## src/rtl/add_seq_ctrl_pkg.sv

```systemverilog
// Shared definitions for the add/subtract sequencer: slice width, FSM encoding, index sizing.
// The optional ADD_SEQ_BACK2BACK_EN build macro is consumed by add_seq_ctrl.sv.
package add_seq_ctrl_pkg;

    localparam int unsigned SLICE_W = 16;

    typedef enum logic [1:0] {
        S_IDLE = 2'd0,
        S_RUN  = 2'd1,
        S_DONE = 2'd2
    } state_e;

    // Slice index width: clog2(nslice), but never narrower than one bit.
    function automatic int unsigned idx_width(input int unsigned nslice);
        return (nslice > 1) ? $clog2(nslice) : 1;
    endfunction

endpackage

```

## src/rtl/add_seq_ctrl_rca_16.sv

```systemverilog
// 16-bit ripple-carry adder slice shared by every pass of the sequencer.
// Reports carry-out and signed overflow of its top bit.
module rca_16
    import add_seq_ctrl_pkg::*;
(
    input  logic [SLICE_W-1:0] a,
    input  logic [SLICE_W-1:0] b,
    input  logic               cin,
    output logic [SLICE_W-1:0] sum,
    output logic               cout,
    output logic               ovf
);

    logic [SLICE_W:0] carry;

    always_comb begin
        carry    = '0;
        sum      = '0;
        carry[0] = cin;
        for (int i = 0; i < SLICE_W; i++) begin
            sum[i]       = a[i] ^ b[i] ^ carry[i];
            carry[i + 1] = (a[i] & b[i]) | (carry[i] & (a[i] ^ b[i]));
        end
    end

    assign cout = carry[SLICE_W];
    // Signed overflow: carry into the sign bit differs from carry out of it.
    assign ovf  = carry[SLICE_W] ^ carry[SLICE_W - 1];

endmodule

```

## src/rtl/add_seq_ctrl.sv

```systemverilog
// Multi-cycle WIDTH-bit add/subtract sequencer over one shared 16-bit adder, LSB slice first.
// Define ADD_SEQ_BACK2BACK_EN to let a new op be accepted on the result handoff cycle.
module add_seq_ctrl
    import add_seq_ctrl_pkg::*;
#(
    parameter int unsigned WIDTH = 32
) (
    input  logic             clock,
    input  logic             reset,
    input  logic             in_valid,
    output logic             in_ready,
    input  logic [WIDTH-1:0] in_a,
    input  logic [WIDTH-1:0] in_b,
    input  logic             in_sub,
    output logic             out_valid,
    input  logic             out_ready,
    output logic [WIDTH-1:0] out_sum,
    output logic             out_cout,
    output logic             out_ovf,
    output logic             busy
);

    localparam int unsigned NSLICE = WIDTH / SLICE_W;
    localparam int unsigned IDX_W  = idx_width(NSLICE);
    localparam logic [IDX_W-1:0] LAST_IDX = IDX_W'(NSLICE - 1);

    state_e           state;
    logic [WIDTH-1:0] a_q;
    logic [WIDTH-1:0] b_q;
    logic             carry_q;
    logic [IDX_W-1:0] idx_q;

    logic [31:0]        slice_lo;
    logic [SLICE_W-1:0] slice_a;
    logic [SLICE_W-1:0] slice_b;
    logic [SLICE_W-1:0] slice_sum;
    logic               slice_cout;
    logic               slice_ovf;
    logic               accept;
    logic               handoff;

`ifdef ADD_SEQ_BACK2BACK_EN
    assign in_ready = (state == S_IDLE) || ((state == S_DONE) && out_ready);
`else
    assign in_ready = (state == S_IDLE);
`endif

    assign accept  = in_valid && in_ready;
    assign handoff = out_valid && out_ready;

    assign slice_lo = SLICE_W * 32'(idx_q);
    assign slice_a  = a_q[slice_lo +: SLICE_W];
    assign slice_b  = b_q[slice_lo +: SLICE_W];

    rca_16 u_rca (
        .a    (slice_a),
        .b    (slice_b),
        .cin  (carry_q),
        .sum  (slice_sum),
        .cout (slice_cout),
        .ovf  (slice_ovf)
    );

    always_ff @(posedge clock) begin
        if (reset) begin
            state     <= S_IDLE;
            a_q       <= '0;
            b_q       <= '0;
            carry_q   <= 1'b0;
            idx_q     <= '0;
            out_sum   <= '0;
            out_cout  <= 1'b0;
            out_ovf   <= 1'b0;
            out_valid <= 1'b0;
            busy      <= 1'b0;
        end else begin
            unique case (state)
                S_IDLE: begin
                    if (accept) begin
                        // Subtract is A + ~B + 1: invert B here, inject the 1 as carry-in.
                        a_q     <= in_a;
                        b_q     <= in_b ^ {WIDTH{in_sub}};
                        carry_q <= in_sub;
                        idx_q   <= '0;
                        busy    <= 1'b1;
                        state   <= S_RUN;
                    end
                end
                S_RUN: begin
                    out_sum[slice_lo +: SLICE_W] <= slice_sum;
                    carry_q <= slice_cout;
                    idx_q   <= idx_q + 1'b1;
                    if (idx_q == LAST_IDX) begin
                        out_cout  <= slice_cout;
                        out_ovf   <= slice_ovf;
                        out_valid <= 1'b1;
                        idx_q     <= '0;
                        state     <= S_DONE;
                    end
                end
                S_DONE: begin
                    if (handoff) begin
                        out_valid <= 1'b0;
                        // accept can only be set here when back-to-back issue is built in.
                        if (accept) begin
                            a_q     <= in_a;
                            b_q     <= in_b ^ {WIDTH{in_sub}};
                            carry_q <= in_sub;
                            idx_q   <= '0;
                            state   <= S_RUN;
                        end else begin
                            busy  <= 1'b0;
                            state <= S_IDLE;
                        end
                    end
                end
                default: begin
                    busy      <= 1'b0;
                    out_valid <= 1'b0;
                    state     <= S_IDLE;
                end
            endcase
        end
    end

endmodule

```

## config.mk

```make
export PLATFORM = sky130hd
export DESIGN_NAME = add_seq_ctrl
export DESIGN_NICKNAME = d
export VERILOG_FILES = /design/src/rtl/add_seq_ctrl_pkg.sv /design/src/rtl/add_seq_ctrl_rca_16.sv /design/src/rtl/add_seq_ctrl.sv
export SDC_FILE = /design/constraint.sdc
export NUM_CORES = 1
export LEC_CHECK = 0
export CELL_PAD_IN_SITES_DETAIL_PLACEMENT = 0
export CELL_PAD_IN_SITES_GLOBAL_PLACEMENT = 1
export CORE_MARGIN = 3
export CORE_UTILIZATION = 38
export CTS_CLUSTER_DIAMETER = 80
export DETAILED_ROUTE_END_ITERATION = 10
export PLACE_DENSITY = 0.92
export SETUP_SLACK_MARGIN = 0.2
export SKIP_CTS_REPAIR_TIMING = 1
export SLEW_MARGIN = 20
export SYNTH_ARGS = -nofsm -noshare
export SYNTH_HDL_FRONTEND = slang
export SYNTH_SLANG_ARGS = --single-unit
```

## constraint.sdc

```tcl
create_clock -name clock -period 8.4 [get_ports clock]
set_input_delay 1.26 -clock clock [delete_from_list [all_inputs] [get_ports clock]]
set_output_delay 1.26 -clock clock [all_outputs]
set_load 0.005 [all_outputs]
```

==> results.toml, run 1 <==
[detailed_routing]
drc = 0
postRouteAntennaNets = 0
vias_per_cell = 4.91
wl_per_cell_microns = 14.9
vias = 3519
detailedRoute.firstIterationViolations = 233
firstDrtPassIters = 5
wirelength_microns = 10700

[placement]
gp_congestion = 0.820
numPortBuffers = 105
dpl.hpwl_microns = 7870

[min_path]
whs_path_depth = 2
hp-start = "out_sum[28]"
holdPathEnd = "out_sum[28]"
min_path_type = "reg -> reg"

[global_route]
grt_pass1_vias = 3522
grt-ovfl-total = 0
grt_max_degree = 105
grt_pass1_wl_microns = 17000
antenna_found_initial = 0
track_usage_pct = 16.2

[die]
die-area_sq_um = 13500
initial_core_util_pct = 39.6
core_sq_um = 11700
die_w_microns = 116
num_rows = 39
pin_count = 106
die_h_microns = 116

[power_and_ir_drop]
p_clk_share_pct = 34.9
pwr-share-seq_pct = 45.8
irDropWorstVdd_uv = 82.0
power.density_nw_per_um2 = 205
p_int_uw = 900
p_leak_nw = 2.04
p_sw_share_pct = 26.3
pwr-share-comb_pct = 19.4
p_sw_uw = 321
p_total_mw = 1.22

[synthesis]
synthTopCellsByArea = "dfxtp_1 (45%), a211oi_1 (8.6%), fa_1 (6.9%), xnor2_1 (6.3%), nand2_1 (6.2%)"
syn_nets = 577
synth_edf_count = 0
ys.flop_type = "dfxtp_1"
synthArstFlopShare_pct = 0
synth_common_cells = "dfxtp_1 (104), nand2_1 (76), nor2_1 (64), a211oi_1 (53), a21oi_1 (44)"
ys_seq_area_share_pct = 45.0
synth_top_area_cell = "dfxtp_1"
yosysMostFrequentCell = "dfxtp_1"
synth.avg_cell_area_sq_um = 9.40
synthesis.area_sq_um = 4620
synth-seq-cells = 104
yosysUniqueCellTypes = 26
synthCells = 492
yosys.area.top_type_share_pct = 45.0
synth_warnings = 0

[timing]
relSlewSlack_pct = 29.4
fin_tns_setup_ns = 0
tightestPinTransition_ns = 1.06
fin_worst_skew_ns = 0.00591
setup_viol = 0
grt_setup_unrepaired = "no"
slew_violations = 0
max_freq_mhz = 137
finalHoldViolCount = 0
min_period_over_period_pct = 86.8
min_period_ns = 7.29

[cts]
tritoncts = "built"
max-clock-path-buffers = 2
cts_max_level = 3
clk_pin_slew_worst_paths_ns = 0.07
cts_buffers = 9
clock_sinks = 104
root_buffer = "clkbuf_16"
clk_latency_ns = 0.34

[worst_setup_path]
worstPathRequired_ns = 8.59
critPathCaptureType = "flip-flop"
crit_type = "reg -> reg"
start_kind = "flip-flop"
crit_fanout = 22
r2r_slack_ns = 1.11
rr_worst_depth = 24
reg2reg_to = "out_sum[15]"
rr_startpoint = "idx_q"
cp_data_arrival_time_ns = 7.49

[finish]
n_antenna_cell = 0
fill_cells = 1069
multi_input_area_sq_um = 2280
regArea_sq_um = 2080
drive_gt1_share_pct = 6.46
finalNetCount = 654
area_growth_pct = 28.8

[job]
max_cap_violations = 0

[run_status]
status = "completed"
==> metal layers <==
layer / vias to the layer above / wire (microns) / GRT usage [%]
li1: 1814 / - / -
met1: 1593 / 4820 / 20.4
met2: 91 / 5040 / 26.9
met3: 21 / 557 / 4.04
met4: 0 / 265 / 5.80
met5: - / 0 / 0
==> worst max-delay path, cell delays in order (launching register included) <==
cell and delay (ns):
dfxtp_2 0.71, mux2i_1 0.19, fa_1 0.43, fa_1 0.36, inv_1 0.07, fa_1 0.18, fa_1 0.17, inv_1 0.05
fa_1 0.38, fa_1 0.40, fa_1 0.41, fa_1 0.39, fa_1 0.40, fa_1 0.39, fa_1 0.42, fa_1 0.37
inv_1 0.08, fa_1 0.17, inv_1 0.05, fa_1 0.39, fa_1 0.42, inv_1 0.10, fa_1 0.43, mux2i_1 0.15
nor2_1 0.05
==> cells by family (layout without fill, tap and decap cells) <==
group           Yosys count  in the layout  share of synthesized area (%)
simple gates            146            146                           12.8
compound gates          106            106                           15.2
flops                   104            104                           45.0
buf+inv                  51            132                           5.82
mux                      36             36                           8.01
xor+xnor                 33             33                           6.25
fa+ha+maj                16             16                           6.93
==> cells in the final DEF, fill, tap and decap left out <==
master,count
or3b_2,1
o21ai_0,2
clkbuf_16,9
nor3b_4,2
mux2i_1,28
clkinv_4,1
clkdlybuf4s50_1,103
nand3b_1,2
clkbuf_8,2
a211oi_2,3
buf_8,1
nand2_1,76
and3b_2,1
a31oi_1,1
a211o_1,1
dfxtp_2,1
xnor2_1,33
nor2_1,64
buf_4,3
fa_1,16
clkinv_2,1
o221a_2,1
mux2_2,8
inv_1,9
a21oi_1,44
a211oi_1,53
dfxtp_1,103
inv_6,1
buf_2,1
bufinv_16,1
o32a_1,1
==> power by group through the flow <==
| stage | clock [mW] | sequential (mW) | combinational (mW) |
|---|---|---|---|
| floorplan | 0 | 0.561 | 0.148 |
| global placement | 0 | 0.569 | 0.231 |
| detailed placement | 0 | 0.571 | 0.236 |
| CTS | 0.434 | 0.559 | 0.237 |
| global route | 0.452 | 0.564 | 0.261 |
| finish | 0.426 | 0.559 | 0.236 |
==> worst max path at each step <==
stage          startpoint  cells after the start          end
5_1_grt             idx_q                     24  out_sum[15]
2_1_floorplan       idx_q                     26  out_sum[15]
3_5_place_dp        idx_q                     24  out_sum[15]
4_1_cts             idx_q                     24  out_sum[15]
6_report            idx_q                     24  out_sum[15]
3_3_place_gp        idx_q                     24  out_sum[15]
==> per-stage QoR <==
stage          instance area (sq um)  hold WS [ns]  utilization (%)  cells  worst slack [ns]
6_report                        5950         0.456             51.0    716              1.11
5_1_grt                         5950         0.482             51.0    716             0.848
4_1_cts                         5940         0.456             50.9    715              1.13
3_5_place_dp                    5630         0.447             48.3    700              1.18
3_3_place_gp                    5630         0.445             48.3    700              1.30
2_1_floorplan                   4620         0.433                -    492              1.55
==> layout make-up <==
| type | instances | share of cell area (%) |
|---|---|---|
| sequential | 104 | 35.0 |
| tap | 143 | 3.01 |
| inverter | 9 | 0.567 |
| clock inverter | 4 | 0.883 |
| multi-input combinational | 337 | 38.3 |
| clock buffer | 11 | 4.25 |
| timing repair buffer | 108 | 18.0 |
==> state kept, by name (all words and copies together), names as in the netlist <==
signal,count
b_q,32
out_sum,32
idx_q,1
state,2
busy,1
out_valid,1
out_ovf,1
carry_q,1
out_cout,1
a_q,32
(Power assumes the default switching activity.)
==> run 2, diff against run 1 <==
--- a/config.mk
+++ b/config.mk
@@ -8,10 +8,10 @@
 export CELL_PAD_IN_SITES_DETAIL_PLACEMENT = 0
 export CELL_PAD_IN_SITES_GLOBAL_PLACEMENT = 1
 export CORE_MARGIN = 3
-export CORE_UTILIZATION = 38
+export CORE_UTILIZATION = 41
 export CTS_CLUSTER_DIAMETER = 80
 export DETAILED_ROUTE_END_ITERATION = 10
-export PLACE_DENSITY = 0.92
+export PLACE_DENSITY = 0.95
 export SETUP_SLACK_MARGIN = 0.2
 export SKIP_CTS_REPAIR_TIMING = 1
 export SLEW_MARGIN = 20
==> constraint.sdc (replaced) <==
create_clock -name clock -period 8.9 [get_ports clock]
set_input_delay 1.335 -clock clock [delete_from_list [all_inputs] [get_ports clock]]
set_output_delay 1.335 -clock clock [all_outputs]
set_load 0.005 [all_outputs]
==> run 2 against run 1 <==
  * Flip-flop and latch count stayed put
  * Global-route usage increased by 0.58 points
  * Combinational power shrank 6%
  * Register-to-register slack better by 0.47 ns
  * Total power shrank 4.3%
  * Die area down 6.9%
  * First-iteration DRC count down 9.4%
  * Critical path depth did not move
  * Maximum frequency decreased by 0.45%
  * Sequential power down 5.7%
  * Utilization up 3.4 points
  * Largest power group unchanged
  * Critical endpoint unchanged
==> results.toml, run 2 (synthesized netlist as in run 1, its figures left out) <==
[cts]
root_buffer = "clkbuf_16"
cts_buffers = 9
max-clock-path-buffers = 2
clk_pin_slew_worst_paths_ns = 0.07
clk_latency_ns = 0.33
clock_sinks = 104
tritoncts = "built"
cts_max_level = 3

[worst_setup_path]
crit_fanout = 24
worstPathRequired_ns = 9.08
start_kind = "flip-flop"
rr_worst_depth = 24
path_common_cell = "fa_1"
reg2reg_to = "out_sum[15]"
r2r_slack_ns = 1.57
crit_type = "reg -> reg"
crit_path_cell_trace = "buf_4 -> mux2i_1 -> fa_1 -> inv_1 -> fa_1 -> fa_1 -> inv_1 -> fa_1 -> fa_1 -> fa_1 -> fa_1 -> fa_1 -> fa_1 -> fa_1 -> fa_1 -> inv_1 -> fa_1 -> inv_1 -> fa_1 -> fa_1 -> inv_1 -> fa_1 -> mux2i_1 -> nor2_1"
slowest_stage = "dfxtp_2"
critPathCaptureType = "flip-flop"
cp_data_arrival_time_ns = 7.51
cpPeakStageDelay_ns = 0.60
rr_startpoint = "idx_q"

[detailed_routing]
detailedRoute.firstIterationViolations = 211
wirelength_microns = 10400
vias = 3573
drc = 0
wl_per_cell_microns = 14.7
postRouteAntennaNets = 0
firstDrtPassIters = 4
vias_per_cell = 5.01

[power_and_ir_drop]
p_leak_nw = 2.04
p_total_mw = 1.17
power.density_nw_per_um2 = 196
irDropWorstVdd_uv = 110

[timing]
min_period_ns = 7.33
fin_tns_setup_ns = 0
max_freq_mhz = 136
setup_viol = 0
slew_violations = 0
finalHoldViolCount = 0
tightestPinTransition_ns = 1.06
relSlewSlack_pct = 29.6
min_period_over_period_pct = 82.3
grt_setup_unrepaired = "no"
fin_worst_skew_ns = 0.00631

[placement]
dpl.hpwl_microns = 7760
gp_congestion = 0.849
dp.cells = 698
numPortBuffers = 105

[die]
pin_count = 106
num_rows = 38
core_sq_um = 10900
die-area_sq_um = 12600
die_w_microns = 112
die_h_microns = 112
initial_core_util_pct = 42.3

[min_path]
whs_path_depth = 2
min_path_type = "reg -> reg"
holdPathEnd = "a_q[19]"
hp-start = "a_q[19]"

[run_status]
status = "completed"

[job]
max_cap_violations = 0

[global_route]
grt-ovfl-total = 0
antenna_found_initial = 0
grt_pass1_wl_microns = 17100
grt_max_degree = 105
grt_pass1_vias = 3467
track_usage_pct = 16.8

[finish]
finalNetCount = 654
most-common-layout-cells = "dfxtp_1 (103), clkdlybuf4s50_1 (103), nand2_1 (76), nor2_1 (64), a211oi_1 (53)"
n_antenna_cell = 0
fill_cells = 1000
drive_gt1_share_pct = 6.28
fin_cells = 713
area_growth_pct = 28.7
largestRegisters = "a_q (32), b_q (32), out_sum (32)"
==> run 2: cell type report <==
type / count / area, sq um / share of cell area [%]
Sequential cell: 104 / 2080 / 35.0
Inverter: 9 / 33.8 / 0.568
Multi-Input combinational cell: 337 / 2270 / 38.2
Timing Repair Buffer: 108 / 1070 / 17.9
Clock inverter: 4 / 77.6 / 1.30
Tap cell: 140 / 175 / 2.94
Clock buffer: 11 / 243 / 4.08
==> run 2: worst max-delay path: cells and delay by family, from the launching register on <==
| kind | cells | cell delay [ns] |
|---|---|---|
| flops | 1 | 0.60 |
| simple gates | 1 | 0.06 |
| mux | 2 | 0.31 |
| buf+inv | 6 | 0.78 |
| fa+ha+maj | 15 | 5.43 |
==> run 2: worst max-delay path by stage <==
stage | from | endpoint | cells past startpoint
2_1_floorplan | idx_q | out_sum[15] | 26
3_3_place_gp | idx_q | out_sum[15] | 24
3_5_place_dp | idx_q | out_sum[15] | 24
4_1_cts | idx_q | out_sum[15] | 24
5_1_grt | idx_q | out_sum[15] | 24
6_report | idx_q | out_sum[15] | 24
==> run 2: metal layers <==
metal / up-vias / GRT usage, % / part of all wire, %
met5: - / 0 / 0
li1: 1808 / - / -
met4: 0 / 4.89 / 1.5
met1: 1642 / 22.7 / 45
met2: 108 / 27.7 / 47
met3: 15 / 2.86 / 6.0
==> run 2: power by group <==
group	internal (mW)	switching, mW	total [mW]
clock network	0.254	0.165	0.419
registers	0.503	0.0237	0.527
logic	0.112	0.110	0.222
==> run 2: stage by stage <==
step	cell area (sq um)	hold slack, ns	worst slack, ns	util (%)
final	5950	0.452	1.57	54.4
after global routing	5950	0.475	1.27	54.4
after CTS	5950	0.456	1.56	54.4
after detailed placement	5630	0.448	1.64	51.5
after global placement	5630	0.444	1.88	51.5
after floorplan	4620	0.433	2.05	-
